--- src/rtl/isdu_control.sv ---
// LC-3 multi-cycle control sequencer: fetch/decode/execute Moore FSM.
// Define ISDU_PAUSE_IR_EN to add IR-on-LED debug pause states after fetch.
module isdu_control #(
    parameter int unsigned MEM_WAIT = 2
) (
    input  logic       Clk,
    input  logic       Reset,
    input  logic       Run,
    input  logic       Continue,
    input  logic [3:0] Opcode,
    input  logic       IR_5,
    input  logic       IR_11,
    input  logic       BEN,
    output logic       LD_MAR,
    output logic       LD_MDR,
    output logic       LD_IR,
    output logic       LD_BEN,
    output logic       LD_CC,
    output logic       LD_REG,
    output logic       LD_PC,
    output logic       LD_LED,
    output logic       GatePC,
    output logic       GateMDR,
    output logic       GateALU,
    output logic       GateMARMUX,
    output logic [1:0] PCMUX,
    output logic       DRMUX,
    output logic       SR1MUX,
    output logic       SR2MUX,
    output logic       ADDR1MUX,
    output logic [1:0] ADDR2MUX,
    output logic [1:0] ALUK,
    output logic       Mem_OE,
    output logic       Mem_WE
);

    typedef enum logic [4:0] {
        HALTED, S18, S33, S35, S32,
        S01, S05, S09, S06, S25, S27,
        S07, S23, S16, S00, S22, S12,
        S04, S21, S13, S13B
`ifdef ISDU_PAUSE_IR_EN
        , PIR1, PIR2
`endif
    } state_e;

    state_e     state_q, state_d;
    logic [2:0] cnt_q, cnt_d;
    logic       first_q;
    logic       cnt_last;

    // JSRR is not supported, so IR[11] has no effect
    logic unused_ir11;
    assign unused_ir11 = IR_11;

    assign cnt_last = (cnt_q == 3'(MEM_WAIT - 1));

    // State, memory wait counter and state-entry flag
    always_ff @(posedge Clk) begin
        if (Reset) begin
            state_q <= HALTED;
            cnt_q   <= '0;
            first_q <= 1'b1;
        end else begin
            state_q <= state_d;
            cnt_q   <= cnt_d;
            first_q <= (state_d != state_q);
        end
    end

    // Next-state decode and per-state datapath controls
    always_comb begin
        state_d    = state_q;
        cnt_d      = '0;
        LD_MAR     = 1'b0;
        LD_MDR     = 1'b0;
        LD_IR      = 1'b0;
        LD_BEN     = 1'b0;
        LD_CC      = 1'b0;
        LD_REG     = 1'b0;
        LD_PC      = 1'b0;
        LD_LED     = 1'b0;
        GatePC     = 1'b0;
        GateMDR    = 1'b0;
        GateALU    = 1'b0;
        GateMARMUX = 1'b0;
        PCMUX      = 2'b00;
        DRMUX      = 1'b0;
        SR1MUX     = 1'b0;
        SR2MUX     = 1'b0;
        ADDR1MUX   = 1'b0;
        ADDR2MUX   = 2'b00;
        ALUK       = 2'b00;
        Mem_OE     = 1'b1;
        Mem_WE     = 1'b1;
        unique case (state_q)
            HALTED: begin
                if (Run) state_d = S18;
            end
            S18: begin
                GatePC  = 1'b1;
                LD_MAR  = 1'b1;
                LD_PC   = 1'b1;
                state_d = S33;
            end
            S33: begin
                Mem_OE = 1'b0;
                LD_MDR = 1'b1;
                if (cnt_last) state_d = S35;
                else          cnt_d   = cnt_q + 3'd1;
            end
            S35: begin
                GateMDR = 1'b1;
                LD_IR   = 1'b1;
`ifdef ISDU_PAUSE_IR_EN
                state_d = PIR1;
`else
                state_d = S32;
`endif
            end
`ifdef ISDU_PAUSE_IR_EN
            PIR1: begin
                LD_LED = first_q;
                if (Continue) state_d = PIR2;
            end
            PIR2: begin
                if (!Continue) state_d = S32;
            end
`endif
            S32: begin
                LD_BEN = 1'b1;
                case (Opcode)
                    4'b0001: state_d = S01;
                    4'b0101: state_d = S05;
                    4'b1001: state_d = S09;
                    4'b0110: state_d = S06;
                    4'b0111: state_d = S07;
                    4'b0000: state_d = S00;
                    4'b1100: state_d = S12;
                    4'b0100: state_d = S04;
                    4'b1101: state_d = S13;
                    default: state_d = S18;
                endcase
            end
            S01, S05: begin
                SR1MUX  = 1'b1;
                SR2MUX  = IR_5;
                ALUK    = (state_q == S05) ? 2'b01 : 2'b00;
                GateALU = 1'b1;
                LD_REG  = 1'b1;
                LD_CC   = 1'b1;
                state_d = S18;
            end
            S09: begin
                SR1MUX  = 1'b1;
                ALUK    = 2'b11;
                GateALU = 1'b1;
                LD_REG  = 1'b1;
                LD_CC   = 1'b1;
                state_d = S18;
            end
            S06, S07: begin
                ADDR1MUX   = 1'b1;
                SR1MUX     = 1'b1;
                ADDR2MUX   = 2'b01;
                GateMARMUX = 1'b1;
                LD_MAR     = 1'b1;
                state_d    = (state_q == S06) ? S25 : S23;
            end
            S25: begin
                Mem_OE = 1'b0;
                LD_MDR = 1'b1;
                if (cnt_last) state_d = S27;
                else          cnt_d   = cnt_q + 3'd1;
            end
            S27: begin
                GateMDR = 1'b1;
                LD_REG  = 1'b1;
                LD_CC   = 1'b1;
                state_d = S18;
            end
            S23: begin
                ALUK    = 2'b10;
                GateALU = 1'b1;
                LD_MDR  = 1'b1;
                state_d = S16;
            end
            S16: begin
                Mem_WE = 1'b0;
                if (cnt_last) state_d = S18;
                else          cnt_d   = cnt_q + 3'd1;
            end
            S00: begin
                state_d = BEN ? S22 : S18;
            end
            S22: begin
                ADDR2MUX = 2'b10;
                PCMUX    = 2'b10;
                LD_PC    = 1'b1;
                state_d  = S18;
            end
            S12: begin
                SR1MUX  = 1'b1;
                ALUK    = 2'b10;
                GateALU = 1'b1;
                PCMUX   = 2'b01;
                LD_PC   = 1'b1;
                state_d = S18;
            end
            S04: begin
                GatePC  = 1'b1;
                DRMUX   = 1'b1;
                LD_REG  = 1'b1;
                state_d = S21;
            end
            S21: begin
                ADDR2MUX = 2'b11;
                PCMUX    = 2'b10;
                LD_PC    = 1'b1;
                state_d  = S18;
            end
            S13: begin
                LD_LED = first_q;
                if (Continue) state_d = S13B;
            end
            S13B: begin
                if (!Continue) state_d = S18;
            end
            default: state_d = HALTED;
        endcase
    end

    // Only one source may drive the shared bus in any cycle
    always_ff @(posedge Clk) begin
        if (!Reset) begin
            assert ($onehot0({GatePC, GateMDR, GateALU, GateMARMUX}))
            else $error("isdu_control: bus contention");
        end
    end

endmodule

--- config.mk ---
export PLATFORM = sky130hd
export DESIGN_NAME = isdu_control
export DESIGN_NICKNAME = d
export VERILOG_FILES = /design/src/rtl/isdu_control.sv
export SDC_FILE = /design/constraint.sdc
export NUM_CORES = 1
export LEC_CHECK = 0
export BUFFER_PORTS_ARGS = -buffer_cell sky130_fd_sc_hd__buf_4
export CAP_MARGIN = 30
export CORE_MARGIN = 2
export CORE_UTILIZATION = 40
export DETAILED_ROUTE_END_ITERATION = 10
export PLACE_DENSITY = 0.73
export SETUP_SLACK_MARGIN = 0.4
export SYNTH_ARGS = -nofsm -noshare
export SYNTH_HDL_FRONTEND = slang
export SYNTH_SLANG_ARGS = --single-unit
export TNS_END_PERCENT = 1
--- constraint.sdc ---
create_clock -name Clk -period 5.17 [get_ports Clk]
set_input_delay 1.2925 -clock Clk [delete_from_list [all_inputs] [get_ports Clk]]
set_output_delay 1.2925 -clock Clk [all_outputs]
set_load 0.02 [all_outputs]
# --- Yosys cells after proc, flatten, opt, wreduce, memory -nomap -nowiden ---
# Memories as Yosys holds them, arrays and structs flattened.
# Cells that the tools add are included.
classes:
  n_bitwise: 1
  add_sub_neg: 1
  eq_ne: 22
  mul: 0
  shift: 0
  n_mux: 30
  n_reduce_logical: 18
  magnitude_cmp: 0
  div_mod_pow: 0
op_table:
  columns: ["cell", "n"]
  rows:
  - ["$pmux W5 S14", 1]
  - ["$eq A5 B4 Y1 const B", 8]
  - ["$mux W5", 6]
  - ["$eq A5 B5 Y1 const B", 5]
  - ["$eq A5 B3 Y1 const B", 4]
  - ["$mux W1", 18]
  - ["$reduce_or A2 Y1", 7]
  - ["$pmux W2 S3", 2]
  - ["$reduce_or A3 Y1", 4]
  - ["$eq A5 B2 Y1 const B", 2]
  - ["$reduce_or A5 Y1", 2]
  - ["$reduce_or A4 Y1", 2]
  - ["$reduce_or A7 Y1", 1]
  - ["$reduce_or A6 Y1", 1]
  - ["$eq A5 B1 Y1 const B", 1]
  - ["$logic_not A5 Y1", 1]
  - ["$ne A5 B5 Y1", 1]
  - ["$mux W4", 1]
  - ["$pmux W2 S2", 1]
  - ["$add A3 B1 Y3 const B", 1]
  - ["$eq A3 B1 Y1 const B", 1]
  - ["$mux W3", 1]
  - ["$not A1 Y1", 1]
totals:
  rom_bits: 80
  register_bits: 9
  mem_bits_rw: 0
  n_memories: 1
  latch_bits: 0
  out_inout_bits: 24
  inputBits: 11
  elab_cells: 76
mem_list:
  columns: ["name", "depth", "width", "read_ports", "rd_ports_with_merged_regs", "wr", "line", "rtl"]
  rows:
  - ["(no name shown)", 16, 5, 1, 0, 0, "132", "case (Opcode)"]

# --- Longest topological paths before layout ---
# Gate-level depths: netlist of the first run.
depth:
  word_depth: 4
  ltp_mapped: 8
  mapped_depth_nobuf: 8

# --- Worst setup path after synthesis of the first run ---
# No wires, ideal clock.
synth_path:
  kind: "reg-to-output"
  startpoint: "reg state_q[0]"
  endpoint: "out LD_MAR"
  path_buffers: 2
  t_arrival_ps: 1880
  stages_incl_launch_ff: 7
  required_ps: 3878
  slack_ps: 1998
  cell_sequence: "dfxtp_1 > clkbuf_1 > clkbuf_1 > nand2b_1 > and2_1 > a21oi_1 > nor3_1"
synth_between:
  elab_chain_len: 3
  elab_cells_between_ends: 5
  classes_between: "eq/ne: 3; mux: 1; reduce/logical: 1"
synth_lines:
  columns: ["element", "line", "rtl"]
  rows:
  - ["start, declared", "47", "state_e state_q, state_d;"]
  - ["start signal, assigned", "65", "state_q <= state_d;"]
  - ["$eq A5 B4 Y1 or $eq A5 B1 Y1 (tied branches)", "96", "unique case (state_q)"]
  - ["$reduce_or A3 Y1 (no line) *", null, null]
  - ["$mux W1 *", "96", null]
  - ["end, declared", "14", "output logic LD_MAR,"]
# Mark *: on every way between the ends. The rest lies on a longest branch, timed or not.

# --- Final worst setup path of the first run ---
layout_path:
  startpoint: "reg state_q[0]"
  endpoint: "out SR1MUX"
layout_between:
  elab_chain_len: 3
  elab_cells_between_ends: 8
  classes_between: "eq/ne: 6; mux: 1; reduce/logical: 1"
layout_lines:
  columns: ["element", "line", "rtl"]
  rows:
  - ["$eq A5 B3 Y1, or another cell as far along", "96", null]
  - ["$reduce_or A6 Y1 (no line) *", null, null]
  - ["$mux W1 *", "96", null]
  - ["end, declared", "28", "output logic SR1MUX,"]
# Marks and branches as above.

==> flow_metrics.env, run 1 <==
export IMPL_status="finished, violations left"
export IMPL_violations="design-rule violations"
export IMPL_netlist_top_cells_count="sky130_fd_sc_hd__nor2_1 (22), sky130_fd_sc_hd__nand2_1 (14), sky130_fd_sc_hd__a21oi_1 (11)"
export IMPL_seq_area_frac_synth_pct=15.1
export IMPL_mapped_avg_cell_area_um2=6.67
export IMPL_clock_path_buffers=2
export IMPL_port_buffers=33
export IMPL_worstPathRequired_ns=3.88
export IMPL_max_slew_worst_pin_slew_ns=0.909
export IMPL_placed_wire_length_estimate_um=2300
export IMPL_syn_instance_count=179
export IMPL_cap_violations=0
export IMPL_clock_tree_root_cell="sky130_fd_sc_hd__clkbuf_4"
export IMPL_routedWlPerCell_um=13.3
export IMPL_netlist_top_cell_by_area="sky130_fd_sc_hd__dfxtp_1"
export IMPL_hold_viol=0
export IMPL_antenna_violations_before_repair=0
export IMPL_path_buf_inv=1
export IMPL_synth_main_ff_cell="sky130_fd_sc_hd__dfxtp_1"
export IMPL_setup_skew_ns=0.00649
export IMPL_max_slew_margin_pct=39.3
export IMPL_cellLeakagePower_uw=0.000622
export IMPL_synth_area_top_cells="sky130_fd_sc_hd__dfxtp_1 (15%), sky130_fd_sc_hd__nor2_1 (6.9%), sky130_fd_sc_hd__ha_1 (5.2%)"
export IMPL_timing_hold_worst_start="cnt_q[0]$_SDFF_PP0_"
export IMPL_cts_tree="built"
export IMPL_rows=19
export IMPL_cp_start_kind="register"
export IMPL_final_wirelength_um=3060
export IMPL_synth_compound_gate_area_share_pct=22.4
export IMPL_main_combinational_cell_family_by_area_after_synthesis="simple AND/OR/NAND/NOR gates"
export IMPL_grt_start_max_net_pins=33
export IMPL_floorplan_die_area_um2=3440
export IMPL_worst_case_reg_to_reg_path_depth=6
export IMPL_gpl_final_weighted_congestion=0.817
export IMPL_syn_area_um2=1190
export IMPL_critical_path_cell_sequence="nand2b_1, and2_1, a21oi_1, o22ai_1, buf_4"
export IMPL_grt_overflow_total=0
export IMPL_drcViolationCount=5
export IMPL_postSynthNetCount=195
export IMPL_rsz0062_at_grt="no"
export IMPL_post_route_cells_drive_above_1_share_pct=21.5
export IMPL_r2r_start="state_q[1]$_SDFF_PP0_"
export IMPL_area_growth_synth_to_final_pct=19.8
export IMPL_min_delay_path_class="reg -> reg"
export IMPL_yosysTopAreaCellShare_pct=15.1
export IMPL_worstHoldPathCells=1
export IMPL_synth_ff_latch_count=9
export IMPL_detailedRoute_firstIterationViolations=62
export IMPL_ant_nets=0
export IMPL_dr_pass1_iters=7
export IMPL_vdd_ir_drop_max_uv=98.6
export IMPL_cts_inserted_buffers=3
export IMPL_detailed_route_via_count=1332
export IMPL_post_cts_buffers=0
export IMPL_ctsHtreeMaxLevel=1
export IMPL_fp_coreArea_um2=2810
export IMPL_ys_warnings_count=0
export IMPL_place_area_um2=1400
export IMPL_hold_worst_slack_ns=0.470
export IMPL_yosysMostFrequentCell="sky130_fd_sc_hd__nor2_1"
export IMPL_async_flop_share_pct=0
export IMPL_post_cts_resized_instances=0
export IMPL_dieWidth_um=58.6
export IMPL_synth_adder_area_share_pct=5.24
export IMPL_fp_dieH_um=58.6
export IMPL_synth_xor_area_share_pct=2.20
export IMPL_groute_usage_overall_pct=18.5
export IMPL_global_route_wire_length_before_repair_um=5090
export IMPL_cp_end_kind="output pin"
export IMPL_critical_path_slowest_cell="sky130_fd_sc_hd__dfxtp_1"
export IMPL_timing_final_setup_violations=0
export IMPL_launching_element_of_the_worst_setup_path="state_q[0]$_SDFF_PP0_"
export IMPL_synthSimpleGateAreaFrac_pct=42.0
export IMPL_cts_hold_buf=0
export IMPL_p_total_uw=222
export IMPL_crit_type="reg -> out"
export IMPL_count_of_cell_instances_traversed_by_the_critical_path=5
export IMPL_cp_arrival_ns=2.21
export IMPL_share_of_cell_area_taken_by_muxes_after_synthesis_pct=3.56
export IMPL_clk_pin_slew_worst_paths_ns=0.06
export IMPL_timing_critical_path_fanout_max=26
export IMPL_initial_utilization_pct=42.6
export IMPL_critical_path_top_delay_family="flip-flops"
export IMPL_fin_tns_setup_ns=0
export IMPL_clk_latency_ns=0.27
export IMPL_clock_sink_count=9
export IMPL_io_pins=35
export IMPL_timing_fmax_mhz=286
export IMPL_slowest_delay_ns=0.90
export IMPL_fin_area_um2=1430
export IMPL_synth_edf_count=0
export IMPL_layout_net_count=217
export IMPL_count_of_unique_library_cells_instantiated_by_yosys=49
export IMPL_period_share_pct=67.7
export IMPL_time_the_worst_path_needs_with_i_o_delays_and_setup_ns=3.50
export IMPL_grt_pass1_vias=1115
export IMPL_final_max_slew_violation_count=0
export IMPL_final_design_utilization_pct=51.0
export IMPL_n_antenna_cell=0
export IMPL_fillCellCount=302
export IMPL_vias_per_cell=5.77
export IMPL_power_per_cell_area_nw_per_um2=155
[cells in the final DEF, fill, tap and decap left out, types with 3 or more instances in the layout]
master | synthesis | final
sky130_fd_sc_hd__and2_1 | 5 | 5
sky130_fd_sc_hd__o22ai_1 | 4 | 4
sky130_fd_sc_hd__dfxtp_1 | 9 | 9
sky130_fd_sc_hd__o21ai_0 | 7 | 7
sky130_fd_sc_hd__nor3_1 | 6 | 6
sky130_fd_sc_hd__nand2b_1 | 7 | 7
sky130_fd_sc_hd__clkbuf_4 | 0 | 3
sky130_fd_sc_hd__nor4_1 | 6 | 6
sky130_fd_sc_hd__nor2b_1 | 9 | 9
sky130_fd_sc_hd__a21oi_1 | 11 | 11
sky130_fd_sc_hd__or3_1 | 4 | 4
sky130_fd_sc_hd__ha_1 | 5 | 5
sky130_fd_sc_hd__nand2_1 | 14 | 14
sky130_fd_sc_hd__nand3b_1 | 4 | 4
sky130_fd_sc_hd__buf_4 | 1 | 33
sky130_fd_sc_hd__nor2_1 | 22 | 22
sky130_fd_sc_hd__nor3b_1 | 3 | 3
sky130_fd_sc_hd__inv_1 | 7 | 7
[power by group]
part | switching, uW | total [uW] | internal [uW]
registers | 14.0 | 87.1 | 73.1
logic | 41.6 | 77.1 | 35.5
clock network | 27.8 | 57.6 | 29.9
[state kept, by name, summed over array words and instances, names as in the netlist]
signal and flops:
first_q 1, state_q 5, cnt_q 3
[per-stage QoR]
step | setup slack, ns | std cells
floorplan | 2.00 | 179
global placement | 1.93 | 227
detailed placement | 1.90 | 227
CTS | 1.71 | 231
global route | 1.49 | 231
finish | 1.67 | 231
[metal layers]
metal | vias to the layer above | GRT usage, % | share of wire [%]
met4 | 0 | 4.22 | 0.49
met3 | 2 | 4.18 | 7.2
met1 | 610 | 25.7 | 46
met5 | - | 0 | 0
met2 | 47 | 29.4 | 46
li1 | 673 | - | -
[cells by family after synthesis]
group	Yosys count
xor gates and xnor gates	3
and+or+nand+nor	92
muxes	4
buffers and inverters	25
AOI/OAI and AO/OA	41
DFF	9
adders and majority gates	5
[path summary, 6_finish.rpt]
kind,to,slack [ns]
max,SR1MUX,1.67
min,cnt_q[0]$_SDFF_PP0_,0.47
max reg2reg,first_q$_SDFF_PP1_,2.44
min reg2reg,cnt_q[0]$_SDFF_PP0_,0.47
[final cells by class]
type / instances / area, um^2 / share of cell area [%]
clock buffer: 4 / 26.3 / 1.84
timing repair buffer: 33 / 248 / 17.3
inverter: 9 / 36.3 / 2.54
tap: 31 / 38.8 / 2.71
sequential: 9 / 180 / 12.6
multi-input combinational: 145 / 901 / 63.0
No activity file was read; power rests on OpenSTA's default activity.
==> run 2, diff against run 1 <==
--- a/config.mk
+++ b/config.mk
@@ -5,12 +5,13 @@
 export SDC_FILE = /design/constraint.sdc
 export NUM_CORES = 1
 export LEC_CHECK = 0
+export ABC_AREA = 1
 export BUFFER_PORTS_ARGS = -buffer_cell sky130_fd_sc_hd__buf_4
 export CAP_MARGIN = 30
 export CORE_MARGIN = 2
 export CORE_UTILIZATION = 40
 export DETAILED_ROUTE_END_ITERATION = 10
-export PLACE_DENSITY = 0.73
+export PLACE_DENSITY = 0.78
 export SETUP_SLACK_MARGIN = 0.4
 export SYNTH_ARGS = -nofsm -noshare
 export SYNTH_HDL_FRONTEND = slang
==> constraint.sdc (replaced) <==
create_clock -name Clk -period 3.2 [get_ports Clk]
set_input_delay 0.8 -clock Clk [delete_from_list [all_inputs] [get_ports Clk]]
set_output_delay 0.8 -clock Clk [all_outputs]
set_load 0.02 [all_outputs]
==> flow_metrics.env, run 2 <==
export IMPL_status="complete, no violations"
export IMPL_global_route_wire_length_before_repair_um=4650
export IMPL_fp_coreArea_um2=2450
export IMPL_cp_arrival_ns=1.80
export IMPL_n_antenna_cell=0
export IMPL_largest_register_ff_count=5
export IMPL_synth_edf_count=0
export IMPL_grt_overflow_total=0
export IMPL_cp_start_kind="register"
export IMPL_detailedRoute_firstIterationViolations=48
export IMPL_top_register="state_q"
export IMPL_vdd_ir_drop_max_uv=223
export IMPL_gpl_final_weighted_congestion=0.917
export IMPL_commonest_cells_after_routing_fill_and_taps_aside="sky130_fd_sc_hd__nand2_1 (43), sky130_fd_sc_hd__nor2_1 (33), sky130_fd_sc_hd__buf_4 (33)"
export IMPL_worst_case_reg_to_reg_path_depth=11
export IMPL_setup_skew_ns=0.00356
export IMPL_fin_area_um2=1310
export IMPL_clock_sink_count=9
export IMPL_dieWidth_um=54.6
export IMPL_detailed_route_via_count=1267
export IMPL_synth_main_ff_cell="sky130_fd_sc_hd__dfxtp_1"
export IMPL_clk_pin_slew_worst_paths_ns=0.06
export IMPL_crit_type="reg -> out"
export IMPL_area_growth_synth_to_final_pct=28.3
export IMPL_place_area_um2=1280
export IMPL_clk_latency_ns=0.26
export IMPL_final_wirelength_um=2790
export IMPL_layout_cells_most_common="sky130_fd_sc_hd__nand2_1"
export IMPL_layout_net_count=234
export IMPL_placed_wire_length_estimate_um=2300
export IMPL_worstHoldPathCells=1
export IMPL_groute_usage_overall_pct=21.5
export IMPL_clock_tree_root_cell="sky130_fd_sc_hd__clkbuf_4"
export IMPL_max_slew_worst_pin_slew_ns=0.364
export IMPL_power_per_cell_area_nw_per_um2=253
export IMPL_dr_pass1_iters=5
export IMPL_rows=18
export IMPL_seq_area_frac_synth_pct=17.6
export IMPL_ctsHtreeMaxLevel=1
export IMPL_synth_area_top_cells="sky130_fd_sc_hd__dfxtp_1 (18%), sky130_fd_sc_hd__nand2_1 (16%), sky130_fd_sc_hd__nor2_1 (12%)"
export IMPL_cap_violations=0
export IMPL_cp_end_kind="output pin"
export IMPL_rsz0062_at_grt="no"
export IMPL_clock_path_buffers=2
export IMPL_antenna_violations_before_repair=0
export IMPL_min_delay_path_class="reg -> reg"
export IMPL_count_of_unique_library_cells_instantiated_by_yosys=25
export IMPL_final_max_slew_violation_count=0
export IMPL_vias_per_cell=5.13
export IMPL_grt_pass1_vias=1073
export IMPL_floorplan_die_area_um2=2980
export IMPL_yosysTopAreaCellShare_pct=17.6
export IMPL_grt_start_max_net_pins=12
export IMPL_initial_utilization_pct=41.6
export IMPL_cellLeakagePower_uw=0.000703
export IMPL_cts_tree="built"
export IMPL_reg_top3="state_q x5, cnt_q x3, first_q x1"
export IMPL_max_slew_margin_pct=75.7
export IMPL_fin_tns_setup_ns=0
export IMPL_timing_critical_path_fanout_max=11
export IMPL_io_pins=35
export IMPL_timing_final_setup_violations=0
export IMPL_ant_nets=0
export IMPL_time_the_worst_path_needs_with_i_o_delays_and_setup_ns=2.60
export IMPL_async_flop_share_pct=0
export IMPL_syn_area_um2=1020
export IMPL_yosysMostFrequentCell="sky130_fd_sc_hd__nand2_1"
export IMPL_fillCellCount=262
export IMPL_hold_viol=0
export IMPL_worstPathRequired_ns=2.40
export IMPL_synth_ff_latch_count=9
export IMPL_period_share_pct=81.3
export IMPL_cts_inserted_buffers=3
export IMPL_fp_dieH_um=54.6
export IMPL_port_buffers=33
export IMPL_ys_warnings_count=0
export IMPL_mapped_avg_cell_area_um2=5.59
export IMPL_timing_fmax_mhz=385
export IMPL_netlist_top_cells_count="sky130_fd_sc_hd__nand2_1 (43), sky130_fd_sc_hd__nor2_1 (33), sky130_fd_sc_hd__nand3_1 (24)"
export IMPL_post_cts_buffers=0
export IMPL_post_route_cells_drive_above_1_share_pct=24.9
export IMPL_netlist_top_cell_by_area="sky130_fd_sc_hd__dfxtp_1"
export IMPL_routedWlPerCell_um=11.3
export IMPL_syn_instance_count=183
export IMPL_postSynthNetCount=199
export IMPL_drcViolationCount=0
run 2: cell types whose count changed after synthesis, sizes merged, moves of 7 or more:
cell,delta
clkbuf,-7
inv,+18
nand2,+31
nand2b,-7
nand3,+24
nor2,+18
nor2b,-9
run 2: stage by stage:
step	hold slack (ns)	instances	setup WS (ns)	total power [uW]	util, %
after global routing	0.464	247	0.441	359	53.4
after floorplan	0.421	183	0.838	207	-
after CTS	0.455	247	0.457	335	53.4
after global placement	0.435	243	0.757	244	52.3
after detailed placement	0.440	243	0.751	246	52.3
final	0.450	247	0.600	332	53.4
run 2: kinds of logic (layout without fill, tap and decap cells):
logic type | count (synthesis) | in the layout | synth area share [%]
AOI/OAI and AO/OA | 19 | 19 | 10.3
xor gates and xnor gates | 1 | 1 | 0.857
adders and majority gates | 5 | 5 | 6.12
buffers and inverters | 30 | 64 | 12.2
DFF | 9 | 9 | 17.6
and+or+nand+nor | 119 | 119 | 52.9
run 2: worst max-delay path, cell delays in order (launching register included):
cell and delay [ns]:
sky130_fd_sc_hd__dfxtp_2 0.45, sky130_fd_sc_hd__inv_2 0.13, sky130_fd_sc_hd__nand3_2 0.17, sky130_fd_sc_hd__nor2_1 0.08, sky130_fd_sc_hd__nor2_1 0.13, sky130_fd_sc_hd__o21ai_0 0.13, sky130_fd_sc_hd__or2_2 0.29, sky130_fd_sc_hd__buf_4 0.16
run 2: worst paths after layout:
path / endpoint / slack [ns] / startpoint
worst min-delay path: cnt_q[0]$_SDFF_PP0_ / 0.45 / cnt_q[0]$_SDFF_PP0_
worst max register to register: first_q$_SDFF_PP1_ / 1.53 / state_q[4]$_SDFF_PP0_
worst min register to register: cnt_q[0]$_SDFF_PP0_ / 0.45 / cnt_q[0]$_SDFF_PP0_
worst max-delay path: LD_REG / 0.60 / state_q[4]$_SDFF_PP0_
run 2: routing by layer:
| metal | routed length, um | track usage [%] |
|---|---|---|
| met5 | 0 | 0 |
| met4 | 29 | 3.75 |
| met3 | 273 | 4.10 |
| met2 | 1240 | 36.3 |
| met1 | 1240 | 28.5 |
run 2: report_power, final:
group          leakage (uW)  internal, uW  switching [uW]
registers         0.0000737           118            8.50
clock network     0.0000150          48.1            40.1
logic              0.000614          43.2            74.1
total              0.000703           210             123
run 2: cell type report:
cell class | instances | area (um^2) | area share (%)
clock buffers | 4 | 26.3 | 2.00
inverters | 27 | 101 | 7.73
multi-input cells | 144 | 717 | 54.7
flip-flops and latches | 9 | 181 | 13.8
well taps | 30 | 37.5 | 2.86
repair buffers | 33 | 248 | 18.9
run 2: timing repair:
item,in CTS,in global routing
hold buffers,0,0
setup endpoints to repair,0,1
gates resized for setup,0,1
==> run 3, diff against run 2 <==
==> constraint.sdc (replaced) <==
create_clock -name Clk -period 2.2 [get_ports Clk]
set_input_delay 0.55 -clock Clk [delete_from_list [all_inputs] [get_ports Clk]]
set_output_delay 0.55 -clock Clk [all_outputs]
set_load 0.02 [all_outputs]
==> flow_metrics.env, run 3 (synthesized netlist as in run 2, its figures left out) <==
export IMPL_dr_pass1_iters=4
export IMPL_layout_cells_most_common="sky130_fd_sc_hd__buf_4"
export IMPL_area_growth_synth_to_final_pct=54.7
export IMPL_clock_path_buffers=2
export IMPL_gpl_final_weighted_congestion=0.922
export IMPL_layout_net_count=252
export IMPL_final_wirelength_um=3280
export IMPL_n_antenna_cell=0
export IMPL_grt_overflow_total=0
export IMPL_grt_start_max_net_pins=11
export IMPL_fp_dieH_um=54.6
export IMPL_timing_final_setup_violations=0
export IMPL_floorplan_die_area_um2=2980
export IMPL_worstPathRequired_ns=1.65
export IMPL_setup_worst_path_end="ALUK[1]"
export IMPL_cts_tree="built"
export IMPL_timing_critical_path_fanout_max=4
export IMPL_launching_element_of_the_worst_setup_path="state_q[1]$_SDFF_PP0_"
export IMPL_area_sequential_um2=196
export IMPL_vdd_ir_drop_max_uv=255
export IMPL_post_route_cells_drive_above_1_share_pct=40.9
export IMPL_fin_cells=265
export IMPL_antenna_violations_before_repair=0
export IMPL_rr_endpoint="first_q$_SDFF_PP1_"
export IMPL_routedWlPerCell_um=12.4
export IMPL_fp_coreArea_um2=2450
export IMPL_period_share_pct=89.6
export IMPL_rows=18
export IMPL_port_buffers=33
export IMPL_detailedRoute_firstIterationViolations=48
export IMPL_time_the_worst_path_needs_with_i_o_delays_and_setup_ns=1.97
export IMPL_grt_pass1_vias=1146
export IMPL_reg_top3="state_q x5, cnt_q x3, first_q x1"
export IMPL_clock_sink_count=9
export IMPL_max_slew_worst_pin_slew_ns=0.254
export IMPL_status="complete, no violations"
export IMPL_power_per_cell_area_nw_per_um2=337
export IMPL_global_route_wire_length_before_repair_um=5040
export IMPL_commonest_cells_after_routing_fill_and_taps_aside="sky130_fd_sc_hd__buf_4 (46), sky130_fd_sc_hd__nand2_1 (41), sky130_fd_sc_hd__nand3_1 (23)"
export IMPL_initial_utilization_pct=41.6
export IMPL_fin_tns_setup_ns=0
export IMPL_clk_pin_slew_worst_paths_ns=0.07
export IMPL_max_slew_margin_pct=82.9
export IMPL_fillCellCount=230
export IMPL_crit_type="reg -> out"
export IMPL_setup_skew_ns=0.00938
export IMPL_drcViolationCount=0
export IMPL_multi_input_area_um2=815
export IMPL_timing_hold_worst_start="cnt_q[0]$_SDFF_PP0_"
export IMPL_io_pins=35
export IMPL_top_register="state_q"
export IMPL_r2r_start="state_q[1]$_SDFF_PP0_"
export IMPL_dieWidth_um=54.6
export IMPL_worst_case_reg_to_reg_path_depth=12
export IMPL_cellLeakagePower_uw=0.000810
export IMPL_cts_inserted_buffers=3
export IMPL_min_delay_path_class="reg -> reg"
export IMPL_ant_nets=0
export IMPL_timing_fmax_mhz=508
export IMPL_cp_start_kind="register"
export IMPL_rsz0062_at_grt="yes"
export IMPL_ctsHtreeMaxLevel=1
export IMPL_placedCellCount=248
export IMPL_clock_tree_root_cell="sky130_fd_sc_hd__clkbuf_4"
export IMPL_hold_viol=0
export IMPL_clk_latency_ns=0.26
export IMPL_r2r_setup_slack_ns=0.56
export IMPL_largest_register_ff_count=5
export IMPL_final_max_slew_violation_count=0
export IMPL_cap_violations=0
export IMPL_cp_arrival_ns=1.42
export IMPL_groute_usage_overall_pct=23.3
export IMPL_detailed_route_via_count=1346
export IMPL_vias_per_cell=5.08
export IMPL_placed_wire_length_estimate_um=2360
export IMPL_cp_end_kind="output pin"
-- run 3: cell types whose count changed in the layout (fill, tap and decap cells not counted), sizes merged --
| cell | change |
|---|---|
| buf | +17 |
| clkbuf | +1 |
-- run 3: area by class of cell --
class / count / share of cell area (%)
sequential: 9 / 12.4
clock buffer: 4 / 1.66
inverter: 27 / 7.04
multi-input combinational: 144 / 51.5
timing repair buffer: 51 / 25.0
tap: 30 / 2.37
-- run 3: layer usage --
layer	vias up	GRT usage, %	share of wire, %	wire length (um)
met2	47	41.4	50	1650
met4	0	3.75	0.85	28
met3	4	4.10	6.7	218
met5	-	0	0	0
met1	598	29.8	42	1380
li1	697	-	-	-
-- run 3: metrics by stage --
stage	hold slack, ns	total power [uW]	utilization [%]	setup slack (ns)	area [um^2]
floorplan	0.421	305	-	0.323	1040
global placement	0.434	365	54.5	0.226	1340
detailed placement	0.439	366	54.5	0.231	1340
CTS	0.455	519	60.9	0.241	1490
global route	0.478	570	64.4	0.196	1580
finish	0.450	533	64.4	0.230	1580
-- run 3: where the power goes --
part	internal [uW]	leakage [uW]	total, uW	switching [uW]
clock network	69.8	0.0000150	127	57.2
registers	171	0.0000767	183	12.3
logic	91.0	0.000718	223	132
-- run 3: worst min path at each step --
stage                     slack, ns             endpoint  depth (start not counted)
after floorplan                0.42  cnt_q[0]$_SDFF_PP0_                          1
after global placement         0.43  cnt_q[0]$_SDFF_PP0_                          1
after detailed placement       0.44  cnt_q[0]$_SDFF_PP0_                          1
after CTS                      0.46  cnt_q[0]$_SDFF_PP0_                          1
after global routing           0.48  cnt_q[0]$_SDFF_PP0_                          1
final                          0.45  cnt_q[0]$_SDFF_PP0_                          1
-- run 3: repair_timing --
item / CTS / global route
hold buffers: 0 / 0
endpoints found under the setup margin: 24 / 24
setup buffers: 9 / 4
pin swaps: 3 / 10
resized for setup: 27 / 17
-- run 3: critical path, cell delays in order, from the launching register on --
cell and delay, ns:
sky130_fd_sc_hd__dfxtp_4 0.36, sky130_fd_sc_hd__buf_6 0.13, sky130_fd_sc_hd__nor2_4 0.14, sky130_fd_sc_hd__inv_4 0.08
sky130_fd_sc_hd__nor2_4 0.14, sky130_fd_sc_hd__inv_2 0.05, sky130_fd_sc_hd__o211ai_1 0.08, sky130_fd_sc_hd__buf_4 0.17
